## config.mk

```make
export PLATFORM = sky130hd
export DESIGN_NAME = countup_timer
export DESIGN_NICKNAME = d
export VERILOG_FILES = /design/src/rtl/countup_timer.sv
export SDC_FILE = /design/constraint.sdc
export NUM_CORES = 1
export LEC_CHECK = 0
export BUFFER_PORTS_ARGS = -buffer_cell sky130_fd_sc_hd__clkbuf_2
export CORE_MARGIN = 4
export CORE_UTILIZATION = 42
export CTS_CLUSTER_DIAMETER = 30
export DETAILED_ROUTE_END_ITERATION = 10
export GPL_ROUTABILITY_DRIVEN = 0
export PLACE_DENSITY = 0.7
export SYNTH_ARGS = -nofsm -noshare
export SYNTH_HDL_FRONTEND = slang
export SYNTH_SLANG_ARGS = --single-unit
```

## constraint.sdc

```tcl
create_clock -name clk -period 1.1 [get_ports clk]
set_clock_uncertainty 0.1 [all_clocks]
set_input_delay 0.055 -clock clk [delete_from_list [all_inputs] [get_ports clk]]
set_output_delay 0.055 -clock clk [all_outputs]
set_load 0.02 [all_outputs]
```

## src/rtl/countup_timer.sv

```systemverilog
// Programmable up-counting timer: Q runs 0..term then wraps, with a tick pulse and sticky done.
// Optional prescaler enabled by defining COUNTUP_PRESCALE_EN.
module countup_timer #(
  parameter int unsigned WIDTH    = 4,
  parameter int unsigned PRESCALE = 4
) (
  input  logic             clk,
  input  logic             rst,
  input  logic             start,
  input  logic             stop,
  input  logic             en,
  input  logic             oneshot,
  input  logic [WIDTH-1:0] D,
  input  logic             ack,
  output logic [WIDTH-1:0] Q,
  output logic             tick,
  output logic             done,
  output logic             busy
);

  typedef enum logic [0:0] {StIdle, StRun} state_e;

  state_e             state_q, state_d;
  logic [WIDTH-1:0]   q_q, q_d;
  logic [WIDTH-1:0]   term_q, term_d;
  logic               mode_q, mode_d;
  logic               tick_q, tick_d;
  logic               done_q, done_d;
  logic               step;
  logic               terminal;

`ifdef COUNTUP_PRESCALE_EN
  localparam int unsigned PscW = (PRESCALE > 1) ? $clog2(PRESCALE) : 1;
  localparam logic [PscW-1:0] PscLast = PscW'(PRESCALE - 1);

  logic [PscW-1:0] psc_q, psc_d;

  // Only enabled cycles in RUN advance the prescaler; start/stop realign it.
  always_comb begin
    psc_d = psc_q;
    step  = 1'b0;
    if (stop || start) begin
      psc_d = '0;
    end else if (state_q == StRun && en) begin
      if (psc_q == PscLast) begin
        psc_d = '0;
        step  = 1'b1;
      end else begin
        psc_d = psc_q + 1'b1;
      end
    end
  end

  always_ff @(posedge clk or posedge rst) begin
    if (rst) begin
      psc_q <= '0;
    end else begin
      psc_q <= psc_d;
    end
  end
`else
  always_comb begin
    step = en;
  end
`endif

  assign terminal = (q_q == term_q);

  always_comb begin
    state_d = state_q;
    q_d     = q_q;
    term_d  = term_q;
    mode_d  = mode_q;
    tick_d  = 1'b0;
    done_d  = done_q;

    if (ack) begin
      done_d = 1'b0;
    end

    if (stop) begin
      state_d = StIdle;
      q_d     = '0;
    end else if (start) begin
      state_d = StRun;
      term_d  = D;
      mode_d  = oneshot;
      q_d     = '0;
    end else if (state_q == StRun && step) begin
      if (terminal) begin
        // Wrap through the terminal path; a set of done overrides a same-cycle ack.
        q_d    = '0;
        tick_d = 1'b1;
        done_d = 1'b1;
        if (mode_q) begin
          state_d = StIdle;
        end
      end else begin
        q_d = q_q + 1'b1;
      end
    end
  end

  always_ff @(posedge clk or posedge rst) begin
    if (rst) begin
      state_q <= StIdle;
      q_q     <= '0;
      term_q  <= '0;
      mode_q  <= 1'b0;
      tick_q  <= 1'b0;
      done_q  <= 1'b0;
    end else begin
      state_q <= state_d;
      q_q     <= q_d;
      term_q  <= term_d;
      mode_q  <= mode_d;
      tick_q  <= tick_d;
      done_q  <= done_d;
    end
  end

  assign Q    = q_q;
  assign tick = tick_q;
  assign done = done_q;
  assign busy = (state_q == StRun);

endmodule
```

==> results.rst <==
.. list-table::
   :header-rows: 1

   * - Metric
     - Value
   * - Outcome
     - finished, violations left
   * - Failing checks
     - setup timing
   * - Final hold vios
     - 0
   * - Total power
     - 1100 uW
   * - Worst setup slack for register-to-register paths
     - -210 ps
   * - Synthesized instance count
     - 52
   * - HPWL reported at the end of detailed placement
     - 1.02 mm
   * - DR vias
     - 539
   * - Area taken by multi-input logic gates
     - 314 sq um
   * - Average cell area after synthesis
     - 11.2 sq um
   * - Worst max-slew margin expressed relative to the limit
     - 69.1%
   * - Simple-gate area share of the yosys netlist
     - 17.0%
   * - Share of total power in combinational logic
     - 20.8%
   * - TritonCTS buffer count
     - 3
   * - Clock network fraction of total power
     - 32.9%
   * - Flip-flop and latch count after synthesis
     - 12
   * - Seq pwr share
     - 46.3%
   * - Share of cells above drive strength 1
     - 54.3%
   * - Launch instance of the worst min-delay path
     - en
   * - Number of cell instances on the worst register-to-register path
     - 3
   * - Number of global-route vias before repair
     - 600
   * - Cell accounting for the most synthesized area
     - dfrtp_1
   * - Largest net degree at the start of global routing
     - 13
   * - Sequential cell area
     - 307 sq um
   * - Number of antenna violations at the first check in global routing
     - 0
   * - Data arrival time of the critical path
     - 1380 ps
   * - Max Fanout on Critical Path
     - 5
   * - Count of boundary I/O pins
     - 18
   * - Transition time at the pin with the least slew margin
     - 464 ps
   * - Aggregate routed wire length
     - 1.55 mm
   * - RSZ-0062 raised after global routing
     - yes
   * - Final-layout fill cell count
     - 97
   * - Overflow after GRT
     - 0
   * - Maximum cell stage delay along the critical path
     - 450 ps
   * - Die span in x
     - 45.3 microns
   * - Fraction of the cycle the final worst path needs
     - 119%
   * - Die Y
     - 45.3 microns
   * - Complex-gate fraction of the synthesized area
     - 10.3%
   * - Startpoint of the most critical setup path
     - Q[1]$_DFFE_PP0P_
   * - Max-capacitance violation count
     - 0
   * - Final worst slack
     - -206 ps
   * - Largest family of logic cells by synthesized area
     - simple AND/OR/NAND/NOR gates
   * - Final critical delay including setup and external delays
     - 1310 ps
   * - Power per cell area
     - 1100 nW/um^2
   * - Slowest cell on the critical path
     - dfrtp_2
   * - Clock tree sinks
     - 12
   * - Count of port buffers added during placement
     - 17
   * - Post-synthesis sequential area ratio
     - 51.5%
   * - Antenna diode count
     - 0
   * - Number of warnings issued by yosys
     - 0
   * - DIE AREA
     - 2050 sq um
   * - Core area
     - 1300 sq um
   * - DRT Pass-1 Iters
     - 2
   * - Element type at the critical path end
     - flop
   * - Final nets
     - 105
   * - Growth of design area from synthesis to finish
     - 71.7%
   * - CTS tree
     - yes
   * - Post-synthesis share of cell area spent on xor and xnor gates
     - 7.51%
   * - Final count of pins violating max slew
     - 0
   * - Setup-failing EPs final
     - 12
   * - Switching Fraction
     - 26.3%
   * - CP Cell Sequence
     - xnor2_2 > a41oi_2 > a22o_1
   * - Root buffer cell
     - clkbuf_4
   * - Clk pin slew, worst setup/hold paths
     - 80 ps
   * - Area fraction of the dominant cell type after synthesis
     - 51.5%
   * - Mapped Nets
     - 64
   * - Worst IR Drop VDD
     - 949 uV
   * - Number of library cell types mapped by synthesis
     - 23
   * - Place WS
     - -230 ps
   * - Net Sw Power
     - 289 uW
   * - ANT nets after route
     - 0
   * - Worst r2r dst
     - Q[1]$_DFFE_PP0P_
   * - Fmax achieved
     - 765 MHz
   * - Internal Pwr Total
     - 812 uW
   * - Capturing instance or port of the critical path
     - Q[1]$_DFFE_PP0P_
   * - Post-synthesis adder-cell area fraction
     - 2.15%
   * - Proportion of synthesized area in mux cells
     - 9.66%
   * - Static Leak
     - 0.000489 uW
   * - Count of routing violations after the opening detailed-route iteration
     - 1
   * - Worst Setup Path Type
     - flop to flop
   * - Per-cell via count in the routed design
     - 5.04
   * - Row Count
     - 13
   * - DRC violation count after routing
     - 0
   * - Worst-skew pair later-pin latency
     - 280 ps
   * - DR WL/cell
     - 14.5 microns
   * - Tightest Hold Check Type
     - input port to flop
   * - Cell types occupying the most area after synthesis
     - dfrtp_1 (52%), mux2_2 (9.7%), xnor2_1 (6.0%)
   * - Worst path required time
     - 1170 ps
   * - Starting density of the core
     - 44.8%
   * - Startpoint of the worst-slack reg-to-reg timing path
     - Q[1]$_DFFE_PP0P_
   * - Depth of the CTS H-tree
     - 1
   * - Syn Std Cell Area
     - 583 sq um
   * - Total Routing Usage GR
     - 19.1%
   * - Category of the worst setup path launch point
     - flop
   * - Global-route wire length before repair
     - 2.68 mm
   * - Longest Clk Path Bufs
     - 2
[cell usage in the layout (no fill, tap or decap), types with 2 or more instances in the layout]
master / instances
buf_6: 4
buf_8: 4
buf_4: 6
nor2_1: 2
nand3_1: 3
dfrtp_1: 7
dlygate4sd3_1: 9
inv_1: 3
xnor2_2: 4
mux2_2: 5
dfrtp_2: 5
clkbuf_4: 3
clkbuf_8: 2
o21ai_1: 2
nand2_1: 6
clkbuf_2: 12
[layout make-up]
class / instances / area share [%]
Sequential cell: 12 / 30.6
Inverter: 3 / 1.13
Tap cell: 15 / 1.88
Multi-Input combinational cell: 37 / 31.4
Timing Repair Buffer: 36 / 31.4
Clock buffer: 4 / 3.62
[synthesized netlist by cell type]
cell type and count:
xor2_1 1, xnor2_1 4, o21ai_1 2, a41oi_2 1
nand3_1 3, a21o_1 1, or2_1 1, nand4_1 1
ha_1 1, nor3b_1 1, mux2_2 5, nor2_2 1
nor3_1 1, inv_1 3, and3_1 1, dfrtp_1 12
a211oi_2 1, a21oi_1 1, a22o_1 1, nor2b_1 1
nand2_1 6, nor3_2 1, nor2_1 2
[registers in the layout (all words and copies together), names as in the netlist]
signal and cells:
tick 1, mode_q 1, Q 4, busy 1, term_q 4, done 1
[per-stage QoR]
stage	std cells	cell area, sq um	hold WS [ps]	util, %	TNS [ps]
2_1_floorplan	52	619	-181	-	-895
3_3_place_gp	91	776	-35.2	59.6	-881
3_5_place_dp	91	776	-32.8	59.6	-1230
4_1_cts	105	977	31.7	75.1	-1280
5_1_grt	107	1000	42.5	76.9	-2040
6_report	107	1000	32.6	76.9	-1320
[power by group through the flow]
stage | sequential (uW) | combinational, uW | clock [uW]
floorplan | 519 | 107 | 0
global placement | 514 | 172 | 0
detailed placement | 516 | 177 | 0
CTS | 509 | 220 | 362
global route | 514 | 253 | 402
finish | 510 | 229 | 363
[what timing repair did]
item                                    CTS  global route
endpoints found under the setup margin   12            12
endpoints found under the hold margin    19             0
pin swaps                                 4             4
resized for setup                        15             5
setup buffers                             1             2
hold buffers                              9             0
[per-layer routing]
| metal | track usage (%) | part of all wire (%) |
|---|---|---|
| met5 | 0 | 0 |
| met4 | 13.5 | 4.4 |
| met3 | 5.18 | 4.3 |
| met2 | 30.2 | 53 |
| met1 | 22.0 | 39 |
[worst max-delay path: cells and delay by family, from the launching register on]
family / cells / cell delay [ps]
flip-flops: 1 / 450
XOR/XNOR: 1 / 210
AO/OA/AOI/OAI: 2 / 440
[worst min path at each step]
stage | end | slack, ps | cells after the start
after floorplan | done$_DFF_PP0_ | -180 | 1
after global placement | mode_q$_DFFE_PP0P_ | -40 | 2
after detailed placement | mode_q$_DFFE_PP0P_ | -30 | 2
after CTS | tick$_DFF_PP0_ | 30 | 3
after global routing | tick$_DFF_PP0_ | 40 | 3
final | tick$_DFF_PP0_ | 30 | 3
[cells by family after synthesis]
family,count (synthesis)
flip-flops,12
XOR/XNOR,5
adder cells (fa/ha/maj),1
AND/OR/NAND/NOR,19
AO/OA/AOI/OAI,7
buffers and inverters,3
multiplexers,5
Power figures use the tool's default switching activity.
